### config.mk
export PLATFORM = sky130hd
export DESIGN_NAME = uart_rx_fifo_writer
export DESIGN_NICKNAME = d
export VERILOG_FILES = /design/src/rtl/uart_rx_fifo_writer.sv
export SDC_FILE = /design/constraint.sdc
export NUM_CORES = 1
export LEC_CHECK = 0
export CAP_MARGIN = 5
export CORE_ASPECT_RATIO = 1.5
export CORE_UTILIZATION = 25
export CTS_BUF_LIST = sky130_fd_sc_hd__clkbuf_2 sky130_fd_sc_hd__clkbuf_4 sky130_fd_sc_hd__clkbuf_8
export DETAILED_ROUTE_END_ITERATION = 7
export DONT_BUFFER_PORTS = 1
export PLACE_DENSITY = 0.43
export SLEW_MARGIN = 10
export SYNTH_ARGS = -nofsm -noshare
export SYNTH_HDL_FRONTEND = slang
export SYNTH_SLANG_ARGS = --single-unit
### constraint.sdc
create_clock -name wr_clk -period 6.6 [get_ports wr_clk]
set_input_delay 1.32 -clock wr_clk [delete_from_list [all_inputs] [get_ports wr_clk]]
set_output_delay 1.32 -clock wr_clk [all_outputs]
set_load 0.005 [all_outputs]
### src/rtl/uart_rx_fifo_writer.sv
// uart_rx_fifo_writer: oversampling UART receiver (8N1 by default) that pushes
// each good byte, zero-extended, into the write port of the async RX FIFO and
// raises sticky frame/overrun (and optionally parity) error flags.
// Build option: define UART_RX_PARITY_EN to add a parity bit between the data
// bits and the stop bit (PARITY_ODD selects odd parity).
//
// state  | meaning
// IDLE   | waiting for a falling edge on the synchronized line
// START  | counting to mid start bit, rejecting glitches
// DATA   | sampling data bits LSB first, one every OVS ticks
// PARITY | sampling and checking the parity bit (parity builds only)
// STOP   | sampling the stop bit, writing the byte or flagging an error
module uart_rx_fifo_writer #(
  parameter int FIFO_BW   = 32,
  parameter int DATA_BITS = 8,
  parameter int OVS       = 16
`ifdef UART_RX_PARITY_EN
  , parameter bit PARITY_ODD = 1'b0
`endif
) (
  input  logic               wr_clk,
  input  logic               rst,
  input  logic               rxd,
  input  logic [15:0]        baud_div,
  input  logic               fifo_full,
  output logic               fifo_wr_en,
  output logic [FIFO_BW-1:0] fifo_din,
  input  logic               err_clr,
  output logic               frame_err,
  output logic               overrun_err,
  output logic               parity_err,
  output logic               rx_busy
);

  localparam int PH_W  = $clog2(OVS);
  localparam int IDX_W = (DATA_BITS > 1) ? $clog2(DATA_BITS) : 1;
  localparam logic [PH_W-1:0]  PH_LAST  = PH_W'(OVS - 1);
  localparam logic [PH_W-1:0]  PH_HALF  = PH_W'(OVS / 2 - 1);
  localparam logic [IDX_W-1:0] IDX_LAST = IDX_W'(DATA_BITS - 1);

`ifdef UART_RX_PARITY_EN
  typedef enum logic [2:0] {IDLE, START, DATA, PARITY, STOP} state_t;
`else
  typedef enum logic [2:0] {IDLE, START, DATA, STOP} state_t;
`endif

  state_t               state_q, state_d;
  logic                 sync1_q, rxd_s_q, rxd_d_q;
  logic [15:0]          cnt_q, cnt_d;
  logic [15:0]          div_q, div_d;
  logic [PH_W-1:0]      phase_q, phase_d;
  logic [IDX_W-1:0]     idx_q, idx_d;
  logic [DATA_BITS-1:0] shift_q, shift_d;
  logic                 wr_en_q, wr_en_d;
  logic [FIFO_BW-1:0]   din_q, din_d;
  logic                 frame_err_q, overrun_err_q;
  logic                 frame_set, overrun_set;
  logic [15:0]          div_eff;
  logic                 tick;
  logic                 drop_byte;

  // A zero divider would stall the tick counter, so it runs as divide-by-one.
  assign div_eff = (baud_div == 16'd0) ? 16'd1 : baud_div;
  assign tick    = (state_q != IDLE) && (cnt_q == 16'd0);

`ifdef UART_RX_PARITY_EN
  logic parity_err_q, parity_set, par_bad_q, par_bad_d;
  assign drop_byte = par_bad_q;
`else
  assign drop_byte = 1'b0;
`endif

  // Next-state, tick/phase counters, shift register and write strobe.
  always_comb begin
    state_d     = state_q;
    cnt_d       = cnt_q;
    div_d       = div_q;
    phase_d     = phase_q;
    idx_d       = idx_q;
    shift_d     = shift_q;
    wr_en_d     = 1'b0;
    din_d       = din_q;
    frame_set   = 1'b0;
    overrun_set = 1'b0;
`ifdef UART_RX_PARITY_EN
    parity_set  = 1'b0;
    par_bad_d   = par_bad_q;
`endif

    if (state_q != IDLE) begin
      cnt_d = (cnt_q == 16'd0) ? (div_q - 16'd1) : (cnt_q - 16'd1);
    end
    if (tick) begin
      phase_d = (phase_q == PH_LAST) ? '0 : phase_q + 1'b1;
    end

    case (state_q)
      IDLE: begin
        if (!rxd_s_q && rxd_d_q) begin
          state_d = START;
          div_d   = div_eff;
          cnt_d   = div_eff - 16'd1;
          phase_d = '0;
          idx_d   = '0;
`ifdef UART_RX_PARITY_EN
          par_bad_d = 1'b0;
`endif
        end
      end
      START: begin
        if (tick && phase_q == PH_HALF) begin
          // Realign the phase so later samples land mid-bit.
          phase_d = '0;
          state_d = rxd_s_q ? IDLE : DATA;
        end
      end
      DATA: begin
        if (tick && phase_q == PH_LAST) begin
          shift_d[idx_q] = rxd_s_q;
          if (idx_q == IDX_LAST) begin
`ifdef UART_RX_PARITY_EN
            state_d = PARITY;
`else
            state_d = STOP;
`endif
          end else begin
            idx_d = idx_q + 1'b1;
          end
        end
      end
`ifdef UART_RX_PARITY_EN
      PARITY: begin
        if (tick && phase_q == PH_LAST) begin
          state_d = STOP;
          if (((^shift_q) ^ rxd_s_q) != PARITY_ODD) begin
            parity_set = 1'b1;
            par_bad_d  = 1'b1;
          end
        end
      end
`endif
      STOP: begin
        if (tick && phase_q == PH_LAST) begin
          state_d = IDLE;
          if (!rxd_s_q) begin
            frame_set = 1'b1;
          end else if (!drop_byte) begin
            if (fifo_full) begin
              overrun_set = 1'b1;
            end else begin
              wr_en_d = 1'b1;
              din_d   = FIFO_BW'(shift_q);
            end
          end
        end
      end
      default: state_d = IDLE;
    endcase
  end

  // State, datapath and sticky flag registers; a set beats a same-cycle clear.
  always_ff @(posedge wr_clk) begin
    if (rst) begin
      state_q       <= IDLE;
      sync1_q       <= 1'b1;
      rxd_s_q       <= 1'b1;
      rxd_d_q       <= 1'b1;
      cnt_q         <= '0;
      div_q         <= 16'd1;
      phase_q       <= '0;
      idx_q         <= '0;
      shift_q       <= '0;
      wr_en_q       <= 1'b0;
      din_q         <= '0;
      frame_err_q   <= 1'b0;
      overrun_err_q <= 1'b0;
    end else begin
      state_q       <= state_d;
      sync1_q       <= rxd;
      rxd_s_q       <= sync1_q;
      rxd_d_q       <= rxd_s_q;
      cnt_q         <= cnt_d;
      div_q         <= div_d;
      phase_q       <= phase_d;
      idx_q         <= idx_d;
      shift_q       <= shift_d;
      wr_en_q       <= wr_en_d;
      din_q         <= din_d;
      frame_err_q   <= frame_set   | (frame_err_q   & ~err_clr);
      overrun_err_q <= overrun_set | (overrun_err_q & ~err_clr);
    end
  end

`ifdef UART_RX_PARITY_EN
  // Parity flag and per-frame discard marker.
  always_ff @(posedge wr_clk) begin
    if (rst) begin
      parity_err_q <= 1'b0;
      par_bad_q    <= 1'b0;
    end else begin
      parity_err_q <= parity_set | (parity_err_q & ~err_clr);
      par_bad_q    <= par_bad_d;
    end
  end
  assign parity_err = parity_err_q;
`else
  assign parity_err = 1'b0;
`endif

  assign fifo_wr_en  = wr_en_q;
  assign fifo_din    = din_q;
  assign frame_err   = frame_err_q;
  assign overrun_err = overrun_err_q;
  assign rx_busy     = (state_q != IDLE);

endmodule

== Word-level counts from Yosys, hierarchy flattened ==
Index checks and enable logic that the tools add are counted.
Word-level totals
  register bits after elaboration: 64
  bits in latches: 0
  ROM bits: 0
  memories: 0
  memory bits (writable): 0
  output and inout bits: 37
Cells by class
  $lt $le $gt $ge: 2
  div/mod/pow operators: 0
  muxes and demuxes: 32
  add/sub/neg operators: 5
  equality and inequality tests: 12
  bitwise gates (word level): 9
  shift-type cells: 0
  reductions and logical operators: 17
  $mul: 0
Operator list (number)
  $mux W16: 5
  $sub A16 B1 Y16 const B: 3
  $logic_not A16 Y1: 2
  $mux W3: 8
  $mux W4: 4
  $ne A2 B2 Y1 const B: 6
  $pmux W3 S4: 1
  $mux W1: 9
  $bwmux W8: 1
  $pmux W4 S2: 1
  $reduce_and A4 Y1: 2
  $eq A3 B2 Y1 const B: 2
  $pmux W3 S2: 1
  $logic_and A1 B1 Y1: 5
  $not A1 Y1: 5
  $reduce_and A5 Y1: 1
  $add A4 B1 Y4 const B: 1
  $eq A4 B3 Y1 const B: 1
  $eq A4 B4 Y1 const B: 1
  $lt A3 B4 Y1 const B: 1
  $reduce_and A2 Y1: 2
  $reduce_or A4 Y1: 1
  $add A3 B1 Y3 const B: 1
  $demux W1 S3: 1
  10 further kinds: 12

== Logic depth before layout (Yosys ltp) ==
Gate-level depths: netlist (run 1).
  word-level depth: 6
  gate-level depth with buffers: 13
  depth with buffers taken out: 11

== Worst setup path before layout (run 1) ==
No wires, ideal clock.
  path type: in2reg
  start: input baud_div[8]
  end: register cnt_q[6]
  setup slack: 3.153 ns
  required time: 6.505 ns
  arrival: 3.351 ns
  path buffers: 2
  stages on the path: 13
  path through: clkbuf_2 > nor4_1 > nand4_1 > nor2_1 > nor2_1 > ha_1 > or3b_2 > clkbuf_1 > nor3_1 > xnor2_1 > nor2_1 > a21oi_1 > a221oi_1
On the way
  word-level cells in the longest chain between the ends: 5
Ends and longest elaborated chain
  start, declared: line 24  | input logic [15:0] baud_div,
  $logic_not A16 Y1: line 63  | assign div_eff = (baud_div == 16'd0) ? 16'd1 : baud_div;
  $mux W16: line 63
  $sub A16 B1 Y16: line 102  | cnt_d = div_eff - 16'd1;
  $mux W16: line 99  | if (!rxd_s_q && rxd_d_q) begin
  $mux W16: line 97  | case (state_q)
  end signal, assigned: line 182  | cnt_q <= cnt_d;
  end, declared: line 49  | logic [15:0] cnt_q, cnt_d;
Every way passes these cells.
A chain may end at the register's enable or synchronous reset.

== Worst setup path after layout (run 1) ==
  start: input baud_div[3]
  end: register cnt_q[6]
On the way
  word-level cells in the longest chain between the ends: 5
Ends and longest elaborated chain (line)
  $logic_not A16 Y1: 63
  $mux W16 (*): 63
  $sub A16 B1 Y16 (*): 102
  $mux W16 (*): 99
  $mux W16 (*): 97
Every way passes the cells marked *; elsewhere a longest branch is shown, timed or not.

==> results of run 1 <==
-- worst paths after layout --
kind | from | to | slack, ps | cells past startpoint
worst max-delay path | baud_div[3] | cnt_q[6]$_SDFF_PP0_ | 2990 | 11
worst min-delay path | sync1_q$_SDFF_PP1_ | rxd_s_q$_SDFF_PP1_ | 410 | 1
worst max register to register | cnt_q[11]$_SDFF_PP0_ | cnt_q[12]$_SDFF_PP0_ | 3380 | 9
worst min register to register | sync1_q$_SDFF_PP1_ | rxd_s_q$_SDFF_PP1_ | 410 | 1
-- power groups by stage --
stage                     clock [mW]  combinational (mW)  sequential (mW)
after floorplan                    0               0.208            0.418
after global placement             0               0.236            0.429
after detailed placement           0               0.236            0.428
after CTS                      0.395               0.237            0.419
after global routing           0.409               0.262            0.422
final                          0.381               0.236            0.420
-- layout by cell type, fill, tap and decap left out, types with 5 or more instances in the layout --
cell type / Yosys / routed
xnor2_1: 7 / 7
xor2_1: 12 / 12
nor4_1: 13 / 13
dfxtp_1: 63 / 63
mux2i_1: 21 / 21
nand2b_1: 6 / 6
nand4_1: 5 / 5
nor4_4: 5 / 5
o22ai_1: 5 / 5
a211oi_1: 7 / 7
nand2_1: 51 / 51
nor3_1: 15 / 15
nor2_1: 63 / 63
a21oi_1: 38 / 38
ha_1: 5 / 5
conb_1: 1 / 25
clkbuf_8: 0 / 9
o21ai_0: 12 / 12
-- worst max-delay path, delay by kind of cell --
kind            cells  cell delay (ps)
compound gates      2              360
xor+xnor            1              120
fa+ha+maj           1              220
simple gates        7             1860
-- registers in the layout, summed over array words and instances (netlist names), 2 cells and up --
signal,cells
phase_q,4
idx_q,3
state_q,2
fifo_din,8
div_q,16
shift_q,8
cnt_q,16
-- final cells by class --
class / instances / area (um2)
sequential: 63 / 1260
clock inverter: 6 / 85.1
timing repair buffer: 2 / 15.0
clock buffer: 10 / 131
inverter: 5 / 18.8
fill: 1655 / 10600
multi-input combinational: 369 / 2280
tap: 196 / 245
-- metal layers --
layer	share of wire [%]	track usage, %	wire, um	up-vias
met2	54	27.5	5920	98
met5	0	0	0	-
met1	39	16.3	4300	1545
li1	-	-	-	1587
met4	3.4	7.14	375	0
met3	3.9	2.89	435	28
-- kinds of logic (layout without fill, tap and decap cells) --
family | count (synthesis) | after routing | share of synthesized area (%)
flops | 63 | 63 | 33.4
xor+xnor | 19 | 19 | 4.41
fa+ha+maj | 5 | 5 | 1.66
other cells | 1 | 25 | 0.0993
mux | 22 | 22 | 5.86
simple gates | 202 | 202 | 29.9
buf+inv | 55 | 23 | 8.48
compound gates | 96 | 96 | 16.2
==> flow_summary.yaml, run 1 <==
outcome:
  status: "finished, final reports clean"
sta:
  fin_crit_ps: 3610
  hold_violations: 0
  relSlewSlack_pct: 37.8
  setup-tns-final_ps: 0
  finalMaxSlewViolations: 0
  grt_setup_unrepaired: "no"
  finalCritPeriodShare_pct: 54.7
  whs_ps: 408
  fmax_mhz: 277
  finClkSkew_ps: 11.7
  setup_violations: 0
  setup_ws_ps: 2990
  worst_pin_slew_ps: 933
yosys:
  synth-edff-count: 0
  synthTopCellsByCount: "dfxtp_1 (63), nor2_1 (63), nand2_1 (51)"
  synth_seq_cells: 63
  syn_avg_cell_area_um2: 8.16
  netlist_area_um2: 3780
  async_flop_share_pct: 0
  ys_seq_area_share_pct: 33.4
  synth_top_area_share_pct: 33.4
  synthCells: 463
  ys.warnings.count: 0
  ys_types: 72
  synthFlopType: "dfxtp_1"
  synth_area_leaders: "dfxtp_1 (33%), nor2_1 (6.3%), mux2i_1 (5.6%)"
  yosys.area.top_type: "dfxtp_1"
cells_and_area:
  finalNonFillerCells: 651
  fin_nets: 476
  area_growth_pct: 7.02
  antenna_cells: 0
  drive_gt1_share_pct: 9.23
  finish.utilization_pct: 27.6
  stdcell_area_um2: 4040
die:
  die_h_um: 153
  die_area_um2: 15600
  die_w_um: 102
  start_util_pct: 25.8
  core-area_um2: 14700
  core.rowCount: 54
  ios: 58
setup_path:
  end_kind: "register"
  slowest_delay_ps: 740
  crit_path_top_delay_cell: "nor4_1"
  cp-start-kind: "primary input"
  worstPathCellList: "nor4_1 > nand4_1 > nor2_1 > nor2_1 > ha_1 > or3b_2 > nor3_1 > xnor2_1 > nor2_1 > a21oi_1 > a221oi_1"
  cp.arrival_ps: 3880
  worst-path-max-fanout: 5
  cpMostUsedCell: "nor2_1"
  cp.required_ps: 6870
  worstSetupPathType: "primary input to register"
grt:
  grt_pass1_vias: 3191
  antenna_found_initial: 0
  overflow: 0
  grt_pass1_wl_um: 17800
  track_usage_pct: 15.1
  grt_max_degree: 57
power_and_ir_drop:
  powerDensity_nw_per_um2: 257
  cell_internal_pwr_mw: 0.692
  power.switching_mw: 0.345
  p_clk_share_pct: 36.8
  leakage_nw: 1.43
  p_total_mw: 1.04
  swShare_pct: 33.3
  max-vdd-ir-drop_v: 0.0000920
  power_frac_comb_pct: 22.7
  pwr-share-seq_pct: 40.5
clock_network:
  cts-buffers-inserted: 9
  clockBufferDepth: 2
  cts_max_level: 3
  clkSlewWorstSetupHoldPaths_ps: 80
  cts_tree: "built"
  cts.sinks: 63
  cts_resized: 0
  clk_latency_ps: 360
  ctsHoldBuffers: 0
  postCtsSetupBuffers: 0
  cts_root_buf: "clkbuf_8"
drt:
  num_vias: 3258
  routed_via_density: 5.00
  post_drt_wl_per_cell_um: 16.9
  first_pass_iters: 4
  drt_iter0_markers: 143
  drc_errors: 0
  ant_nets: 0
  wl_um: 11000
placement:
  dp_hpwl_um: 8050
  dp_cells: 635
  gp_congestion: 0.825
  io_buffers: 0
  pre_cts_ws_ps: 2600
  dpl_cell_area_um2: 3820
job:
  drv_cap: 0
min_path:
  hold_class: "register to register"
Power figures use the tool's default switching activity.
==> run 2: changes to the inputs <==
==> constraint.sdc (replaced) <==
create_clock -name wr_clk -period 3.4 [get_ports wr_clk]
set_input_delay 0.68 -clock wr_clk [delete_from_list [all_inputs] [get_ports wr_clk]]
set_output_delay 0.68 -clock wr_clk [all_outputs]
set_load 0.005 [all_outputs]
==> flow_summary.yaml, run 2 (synthesis gave the netlist of run 1 again) <==
outcome:
  status: "finished, final reports clean"
die:
  die_h_um: 153
  die_area_um2: 15600
  ios: 58
  core.rowCount: 54
  core-area_um2: 14700
  start_util_pct: 25.8
  die_w_um: 102
placement:
  dpl_cell_area_um2: 3890
  io_buffers: 0
  dp_hpwl_um: 8140
  gp_congestion: 0.890
setup_path:
  cp.arrival_ps: 2920
  end_kind: "register"
  worstSetupPathType: "primary input to register"
  cp.required_ps: 3660
  cp-start-kind: "primary input"
  worst-path-max-fanout: 6
power_and_ir_drop:
  power.switching_mw: 0.662
  swShare_pct: 33.5
  pwr-share-seq_pct: 41.3
  max-vdd-ir-drop_v: 0.000195
  powerDensity_nw_per_um2: 482
  p_clk_share_pct: 34.3
  power_frac_comb_pct: 24.4
  leakage_nw: 1.47
  cell_internal_pwr_mw: 1.31
clock_network:
  clk_latency_ps: 360
  clockBufferDepth: 2
  cts_max_level: 3
  cts-buffers-inserted: 9
  cts_root_buf: "clkbuf_8"
  ctsHoldBuffers: 0
  postCtsSetupBuffers: 0
  clkSlewWorstSetupHoldPaths_ps: 80
  cts_resized: 0
  cts.sinks: 63
  cts_tree: "built"
cells_and_area:
  multiInputGateArea_um2: 2280
  reg.largest.list: "cnt_q x16, div_q x16"
  stdcell_area_um2: 4100
  regArea_um2: 1260
  num-fill-cells: 1641
  drive_gt1_share_pct: 11.0
  area_growth_pct: 8.45
  antenna_cells: 0
  final_cell_mix: "nor2_1 (63), dfxtp_1 (63), nand2_1 (51)"
  fin_nets: 485
sta:
  setup-tns-final_ps: 0
  worst_pin_slew_ps: 835
  fin_crit_ps: 2660
  finalMaxSlewViolations: 0
  hold_violations: 0
  grt_setup_unrepaired: "no"
  finClkSkew_ps: 14.4
  finalCritPeriodShare_pct: 78.2
  relSlewSlack_pct: 43.6
  fmax_mhz: 376
  whs_ps: 387
  setup_violations: 0
grt:
  grt_pass1_wl_um: 17200
  grt_pass1_vias: 3105
  grt_max_degree: 57
  overflow: 0
  antenna_found_initial: 0
  track_usage_pct: 14.8
drt:
  drt_iter0_markers: 128
  ant_nets: 0
  routed_via_density: 4.95
  first_pass_iters: 4
  wl_um: 11000
  drc_errors: 0
  num_vias: 3268
  post_drt_wl_per_cell_um: 16.7
job:
  drv_cap: 0
min_path:
  hold_class: "primary input to register"
[run 2: cell types whose count changed in the layout (fill, tap and decap cells not counted)]
cell / delta
buf_4: +9
bufinv_16: -1
clkinvlp_4: +1
clkbuf_8: +1
clkinv_2: -1
[run 2: final timing paths]
kind / start / end / slack [ps] / cells after the start
max: baud_div[5] / cnt_q[6]$_SDFF_PP0_ / 740 / 11
min: rst / div_q[14]$_SDFFE_PP0P_ / 390 / 1
max reg2reg: cnt_q[5]$_SDFF_PP0_ / cnt_q[12]$_SDFF_PP0_ / 890 / 7
min reg2reg: sync1_q$_SDFF_PP1_ / rxd_s_q$_SDFF_PP1_ / 410 / 1
[run 2: critical path, stage by stage]
cell and delay, ps:
nor4_1 450, nand4_1 240, nor2_1 260, nor2_1 110
ha_1 230, or3b_2 290, nor3_1 80, xnor2_1 120
nor2_1 80, a21oi_1 50, a221oi_1 300
[run 2: cell type report]
type                    count  area share [%]
inverters                   5           0.458
clock buffers              11            3.54
flip-flops and latches     63            30.8
well taps                 196            5.99
multi-input cells         369            55.8
repair buffers             11            2.02
clock inverters             5            1.41
[run 2: power by group through the flow]
stage	Sequential, mW	Combinational (mW)	Clock [mW]
3_3_place_gp	0.831	0.476	0
5_1_grt	0.820	0.526	0.737
2_1_floorplan	0.812	0.404	0
3_5_place_dp	0.832	0.478	0
4_1_cts	0.815	0.479	0.709
6_report	0.815	0.481	0.677
[run 2: layer usage]
layer / global-route usage (%) / vias to the layer above / routed length (um)
met5: 0 / - / 0
li1: - / 1594 / -
met2: 26.3 / 113 / 5880
met3: 2.84 / 26 / 572
met1: 16.6 / 1535 / 4220
met4: 6.67 / 0 / 356
[run 2: per-stage QoR]
| stage | instances | worst slack (ps) | utilization, % | total power [mW] |
|---|---|---|---|---|
| 5_1_grt | 660 | 672 | 27.9 | 2.08 |
| 3_3_place_gp | 644 | 465 | 26.5 | 1.31 |
| 2_1_floorplan | 487 | 593 | - | 1.22 |
| 3_5_place_dp | 644 | 437 | 26.5 | 1.31 |
| 4_1_cts | 660 | 801 | 27.9 | 2.00 |
| 6_report | 660 | 741 | 27.9 | 1.97 |
==> run 3: changes to the inputs <==
--- a/config.mk
+++ b/config.mk
@@ -11,7 +11,7 @@
 export CTS_BUF_LIST = sky130_fd_sc_hd__clkbuf_2 sky130_fd_sc_hd__clkbuf_4 sky130_fd_sc_hd__clkbuf_8
 export DETAILED_ROUTE_END_ITERATION = 7
 export DONT_BUFFER_PORTS = 1
-export PLACE_DENSITY = 0.43
+export PLACE_DENSITY = 0.45
 export SLEW_MARGIN = 10
 export SYNTH_ARGS = -nofsm -noshare
 export SYNTH_HDL_FRONTEND = slang
==> constraint.sdc (replaced) <==
create_clock -name wr_clk -period 2.2 [get_ports wr_clk]
set_input_delay 0.44 -clock wr_clk [delete_from_list [all_inputs] [get_ports wr_clk]]
set_output_delay 0.44 -clock wr_clk [all_outputs]
set_load 0.005 [all_outputs]
==> flow_summary.yaml, run 3 (synthesis gave the netlist of run 1 again) <==
placement:
  dp_hpwl_um: 8910
  pre_cts_ws_ps: -626
  gp_congestion: 0.834
  dpl_cell_area_um2: 4380
  io_buffers: 0
cells_and_area:
  fin_nets: 547
  area_growth_pct: 23.2
  finish.utilization_pct: 31.7
  drive_gt1_share_pct: 24.7
  final_cell_mix: "buf_4 (68), nor2_1 (60), dfxtp_1 (60)"
  reg.largest.list: "cnt_q x16, div_q x16"
  antenna_cells: 0
  stdcell_area_um2: 4650
  final_common_cell: "buf_4"
outcome:
  status: "finished, final reports clean"
clock_network:
  cts-buffers-inserted: 9
  clk_latency_ps: 350
  clkSlewWorstSetupHoldPaths_ps: 70
  cts.sinks: 63
  ctsHoldBuffers: 0
  clockBufferDepth: 2
  cts_max_level: 3
  cts_tree: "built"
  cts_root_buf: "clkbuf_8"
die:
  core-area_um2: 14700
  die_w_um: 102
  die_area_um2: 15600
  core.rowCount: 54
  start_util_pct: 25.8
  ios: 58
  die_h_um: 153
sta:
  hold_violations: 0
  setup_violations: 0
  fmax_mhz: 462
  finClkSkew_ps: 11.2
  grt_setup_unrepaired: "yes"
  finalMaxSlewViolations: 0
  worst_pin_slew_ps: 533
  whs_ps: 153
  finalCritPeriodShare_pct: 98.4
  relSlewSlack_pct: 63.9
  setup_ws_ps: 35.4
  fin_crit_ps: 2160
min_path:
  hold_class: "primary input to register"
  hold_depth: 1
drt:
  drt_iter0_markers: 111
  num_vias: 3464
  routed_via_density: 4.82
  wl_um: 11700
  ant_nets: 0
  first_pass_iters: 4
  drc_errors: 0
  post_drt_wl_per_cell_um: 16.3
setup_path:
  slowest_delay_ps: 380
  crit_cells: 8
  cpMostUsedCell: "buf_4"
  ff2ff_path_depth: 8
  crit_family: "simple AND/OR/NAND/NOR gates"
  worstPathCellList: "nor4_4 > buf_4 > and3_4 > nand3_4 > a211oi_4 > buf_4 > xor2_1 > o22ai_1"
  cp.required_ps: 2430
  cp.arrival_ps: 2400
  cp-start-kind: "register"
  crit_path_top_delay_cell: "nor4_4"
  end_kind: "register"
  critPathBufInv: 2
  worstSetupPathType: "register to register"
  worst-path-max-fanout: 5
power_and_ir_drop:
  swShare_pct: 33.1
  max-vdd-ir-drop_v: 0.000425
  power_frac_comb_pct: 33.5
  leakage_nw: 1.78
  p_clk_share_pct: 27.5
  pwr-share-seq_pct: 39.1
  cell_internal_pwr_mw: 2.10
  powerDensity_nw_per_um2: 676
  power.switching_mw: 1.04
grt:
  track_usage_pct: 15.9
  antenna_found_initial: 0
  grt_max_degree: 57
  overflow: 0
  grt_pass1_wl_um: 18400
  grt_pass1_vias: 3477
job:
  drv_cap: 0
-- run 3: layout make-up --
class | instances | area, um2
fillers | 1609 | 10000
multi-input cells | 369 | 2390
flip-flops and latches | 63 | 1260
repair buffers | 73 | 576
well taps | 196 | 245
clock buffers | 11 | 145
inverters | 5 | 18.8
clock inverters | 2 | 10.0
-- run 3: what timing repair did --
item | CTS | global route
cloned | 0 | 1
resized for setup | 2 | 20
buffers inserted | 0 | 5
pin swaps | 0 | 16
endpoints found under the setup margin | 6 | 28
-- run 3: metal layers --
layer	vias to the layer above	track usage, %	routed length, um
li1	1717	-	-
met1	1659	17.0	4690
met2	67	28.2	6290
met4	0	8.10	323
met5	-	0	0
met3	21	3.90	412
-- run 3: through the flow --
stage | TNS (ps) | total power [mW] | cells
floorplan | -530 | 1.91 | 487
global placement | -4120 | 2.24 | 700
detailed placement | -4120 | 2.24 | 700
CTS | 0 | 3.14 | 713
global route | -392 | 3.34 | 719
finish | 0 | 3.15 | 719
-- run 3: worst register-to-register path, stage by stage, from the launching register on --
cell	delay, ps
dfxtp_2	340
nor4_4	380
buf_4	200
and3_4	230
nand3_4	90
a211oi_4	360
buf_4	180
xor2_1	150
o22ai_1	110
-- run 3: worst paths after layout --
kind,from,to,slack (ps)
min,rst,div_q[9]$_SDFFE_PP0P_,150
min reg2reg,sync1_q$_SDFF_PP1_,rxd_s_q$_SDFF_PP1_,420
max reg2reg,cnt_q[11]$_SDFF_PP0_,cnt_q[11]$_SDFF_PP0_,40
max,cnt_q[11]$_SDFF_PP0_,cnt_q[11]$_SDFF_PP0_,40
-- run 3: power by group through the flow --
| stage | Combinational [mW] | Sequential [mW] | Clock [mW] |
|---|---|---|---|
| after floorplan | 0.652 | 1.26 | 0 |
| after global routing | 1.14 | 1.23 | 0.970 |
| after CTS | 0.996 | 1.23 | 0.914 |
| final | 1.05 | 1.23 | 0.864 |
| after global placement | 0.989 | 1.25 | 0 |
| after detailed placement | 0.993 | 1.25 | 0 |
==> variant 1, RTL diff (flow settings as in run 2) <==
`DATA_BITS`: 8 -> 16.
--- a/src/rtl/uart_rx_fifo_writer.sv
+++ b/src/rtl/uart_rx_fifo_writer.sv
@@ -12,7 +12,7 @@
 // STOP   | sampling the stop bit, writing the byte or flagging an error
 module uart_rx_fifo_writer #(
   parameter int FIFO_BW   = 32,
-  parameter int DATA_BITS = 8,
+  parameter int DATA_BITS = 16,
   parameter int OVS       = 16
 `ifdef UART_RX_PARITY_EN
   , parameter bit PARITY_ODD = 1'b0
Behaviour: same outputs for any inputs over 10 cycles, from zero or initial values and one cycle with rst high; that may be too few to reach the edited logic, so the function may still have changed.
==> variant 1 against run 2 <==
  * Hold slack improved by 0.012 ns
  * Count of clock-buffer cells in the layout increased by 3
  * Clock power increased by 26%
  * Total power increased by 18%
  * Wire length increased by 9.7%
  * Combinational power decreased by 2%
  * Worst setup slack got worse by 0.29 ns
  * Sequential cell count increased by 17
  * Area after synthesis increased by 15%
  * Cell area increased by 15%
  * Global-route usage decreased by 0.55 points
  * Via count increased by 12%
  * Critical endpoint is now cnt_q[12]
  * Largest power group unchanged
==> variant 1: results (changes against run 2) <==
#FFs+latches synth - 80 (+27%)
Mux contribution to synthesized area - 6.76% (+0.89 points)
Synth Instances - 521 (+13%)
Fin Clk Skew - 0.0109 ns (-0.00345 ns)
Reg-to-reg startpoint - cnt_q[3]
Layout cell share with drive strength beyond 1 - 10.8% (-0.22 points)
Final Hold Slack - 0.399 ns (+0.0116 ns)
Final #Nets - 543 (+12%)
WHS Endpoint - fifo_din[7]
Worst VDD drop - 191 uV (-2.2%)
Delay of the slowest critical-path stage - 0.48 ns (+0.03 ns)
Commonest cells in the netlist - dfxtp_1 (80), nand2_1 (57), nor2_1 (52), a21oi_1 (50), mux2i_1 (27)
Seq/Total Area, Yosys - 37.0% (+3.6 points)
Gr usage total - 14.2% (-0.55 points)
Placed cells - 714 (+11%)
Pleak - 1.61 nW (+9.6%)
Vias - 3645 (+12%)
Number of global-route vias before repair - 3650 (+18%)
First-pass GRT wire length - 19100 microns (+11%)
Wire per inst - 16.6 microns (-0.78%)
Peak fanout along the critical path - 8 (+2)
Post-Place Worst Slack - 0.350 ns (-0.0873 ns)
Finished Layout Cells - 730 (+11%)
Gp weighted congestion - 0.805 (-9.6%)
Starting DRT DRC Count - 163 (+27%)
R2r setup slk - 0.45 ns (-0.44 ns)
Adder-cell share of the synthesized area - 2.02% (+0.37 points)
DP Area - 4490 sq um (+15%)
Status - completed
## variant 1: cell count changes in the layout (fill, tap and decap cells not counted), moves of 11 or more
cell,delta
a21oi_1,+12
dfxtp_1,+17
nand3_1,+12
nand3b_1,+14
nor2_1,-11
o21ai_0,+14
## variant 1: cell families after synthesis
kind of cell	Yosys count
and+or+nand+nor	218
AOI/OAI and AO/OA	117
DFF	80
buffers and inverters	53
muxes	28
xor gates and xnor gates	17
adders and majority gates	7
other	1
## variant 1: area by class of cell
type | instances | area [sq um]
fillers | 1847 | 12100
multi-input cells | 404 | 2500
flip-flops and latches | 80 | 1600
well taps | 210 | 263
clock buffers | 14 | 180
repair buffers | 13 | 97.6
clock inverters | 2 | 60.1
inverters | 7 | 26.3
## variant 1: worst max-delay path: cells and delay by family, from the launching register on
kind            cells  cell delay [ns]
compound gates      3             0.60
simple gates        7             1.60
flops               1             0.42
fa+ha+maj           1             0.21
## variant 1: how the worst max path moves through the flow
stage | cells after the start | startpoint | slack [ns] | to
2_1_floorplan | 9 | baud_div[7] | 0.41 | cnt_q[12]
3_3_place_gp | 9 | baud_div[7] | 0.38 | cnt_q[12]
3_5_place_dp | 9 | baud_div[7] | 0.35 | cnt_q[12]
4_1_cts | 11 | cnt_q[3] | 0.47 | cnt_q[12]
5_1_grt | 11 | cnt_q[3] | 0.20 | cnt_q[12]
6_report | 11 | cnt_q[3] | 0.45 | cnt_q[12]
## variant 1: power groups by stage
stage / Clock, mW / Combinational (mW) / Sequential, mW
6_report: 0.855 / 0.472 / 0.997
2_1_floorplan: 0 / 0.404 / 1.01
4_1_cts: 0.888 / 0.475 / 0.997
5_1_grt: 0.922 / 0.520 / 1.00
3_5_place_dp: 0 / 0.473 / 1.02
3_3_place_gp: 0 / 0.464 / 1.02
## variant 1: metal layers
layer | share of wire (%) | vias up | global-route usage [%]
li1 | - | 1817 | -
met1 | 41 | 1721 | 15.6
met2 | 53 | 92 | 26.3
met3 | 3.7 | 15 | 2.39
met4 | 2.0 | 0 | 6.18
met5 | 0 | - | 0
==> variant 2, RTL diff (flow settings as in run 2) <==
Without the edit above. Encoding of `state_t`: now one-hot (4 bits for 4 states).
--- a/src/rtl/uart_rx_fifo_writer.sv
+++ b/src/rtl/uart_rx_fifo_writer.sv
@@ -41,7 +41,7 @@
 `ifdef UART_RX_PARITY_EN
   typedef enum logic [2:0] {IDLE, START, DATA, PARITY, STOP} state_t;
 `else
-  typedef enum logic [2:0] {IDLE, START, DATA, STOP} state_t;
+  typedef enum logic [3:0] {IDLE = 4'b0001, START = 4'b0010, DATA = 4'b0100, STOP = 4'b1000} state_t;
 `endif
 
   state_t               state_q, state_d;
Function: same outputs for any inputs over 10 cycles, from zero or initial values and one cycle with rst high; not proved beyond that.
==> variant 2 against run 2 <==
  * Area after synthesis rose by 1.1%
  * Core utilization fell by 0.12 points
  * Critical path depth did not move
  * Synthesized cell count rose by 4.3%
  * Wire length rose by 5.3%
  * Sequential cell count rose by 2
  * Worst setup slack got worse by 0.40 ns
  * Clock skew fell by 0.0030 ns
  * Final cell count rose by 3.8%
  * Cell area rose by 1.9%
  * Largest cell class unchanged
Power is not compared: it rests on default switching activity, and its combinational part moved more than twofold at a synthesized area within 25%.
==> variant 2: results (changes against run 2) <==
Critical path arrival - 3.31 ns (+0.39 ns)
Area of the multi-input gates - 2280 sq um (-0.16%)
R2r setup slk - 0.34 ns (-0.55 ns)
Post-Route M1 WL - 4600 microns (+9.0%)
Commonest cells in the netlist - dfxtp_1 (65), nor2_1 (60), nand2_1 (59), a21oi_1 (37), buf_4 (27)
GRT met3 Usage - 2.70% (-0.15 points)
Number of global-route vias before repair - 3336 (+7.4%)
Synth top area cells - dfxtp_1 (34%), nor2_1 (5.9%), nand2_1 (5.8%), buf_4 (5.3%), a21oi_1 (4.8%)
Measured slew at the worst slew-check pin - 0.861 ns (+0.0261 ns)
Reg-to-reg startpoint - cnt_q[4]
Starting DRT DRC Count - 153 (+20%)
Peak fanout along the critical path - 10 (+4)
First-pass GRT wire length - 18100 microns (+4.8%)
DP Area - 3970 sq um (+1.9%)
Delay of the slowest critical-path stage - 0.51 ns (+0.06 ns)
Gp weighted congestion - 0.865 (-2.8%)
Fillers - 1681 (+2.4%)
R2R cell count - 11 (+4)
Vias per cell - 4.99 (+0.71%)
Metal3 WL - 314 microns (-45%)
Critical-path top delay cell - dfxtp_1
Invs w/o clock - 8 (+3)
Fin Clk Skew - 0.0114 ns (-0.00297 ns)
Met1 Use GR - 16.4% (-0.18 points)
Signal buffers - 14 (+3)
Vias - 3416 (+4.5%)
Status - completed
Wire per inst - 16.9 microns (+1.4%)
Sequential share of cell area - 31.2% (+0.40 points)
Pin count of the biggest net entering global routing - 60 (+5.3%)
Clock buffer cells - 10 (-1)
Clk tree area frac - 4.92% (-0.031 points)
Hold_sp - fifo_full
-- variant 2: changes by cell type after synthesis, moves of 4 or more --
| cell | delta |
|---|---|
| nand3_1 | +7 |
| nand2_1 | +8 |
| nor4_4 | -5 |
| a31oi_1 | +4 |
| xor2_1 | -7 |
| nor4_1 | +4 |
| mux2i_1 | -4 |
| xnor2_1 | +6 |
-- variant 2: per-stage QoR --
step / utilization [%] / setup WS (ns)
floorplan: - / 0.235
global placement: 26.4 / 0.399
detailed placement: 26.4 / 0.334
CTS: 27.8 / 0.351
global route: 27.8 / 0.180
finish: 27.8 / 0.337
-- variant 2: cells by family (layout without fill, tap and decap cells) --
logic type	count (synthesis)	after routing	share of synthesized area, %
mux	17	17	4.46
other cells	1	25	0.0982
buf+inv	59	38	8.55
simple gates	207	207	27.2
flops	65	65	34.1
fa+ha+maj	5	5	1.64
xor+xnor	18	18	4.13
compound gates	111	111	19.9
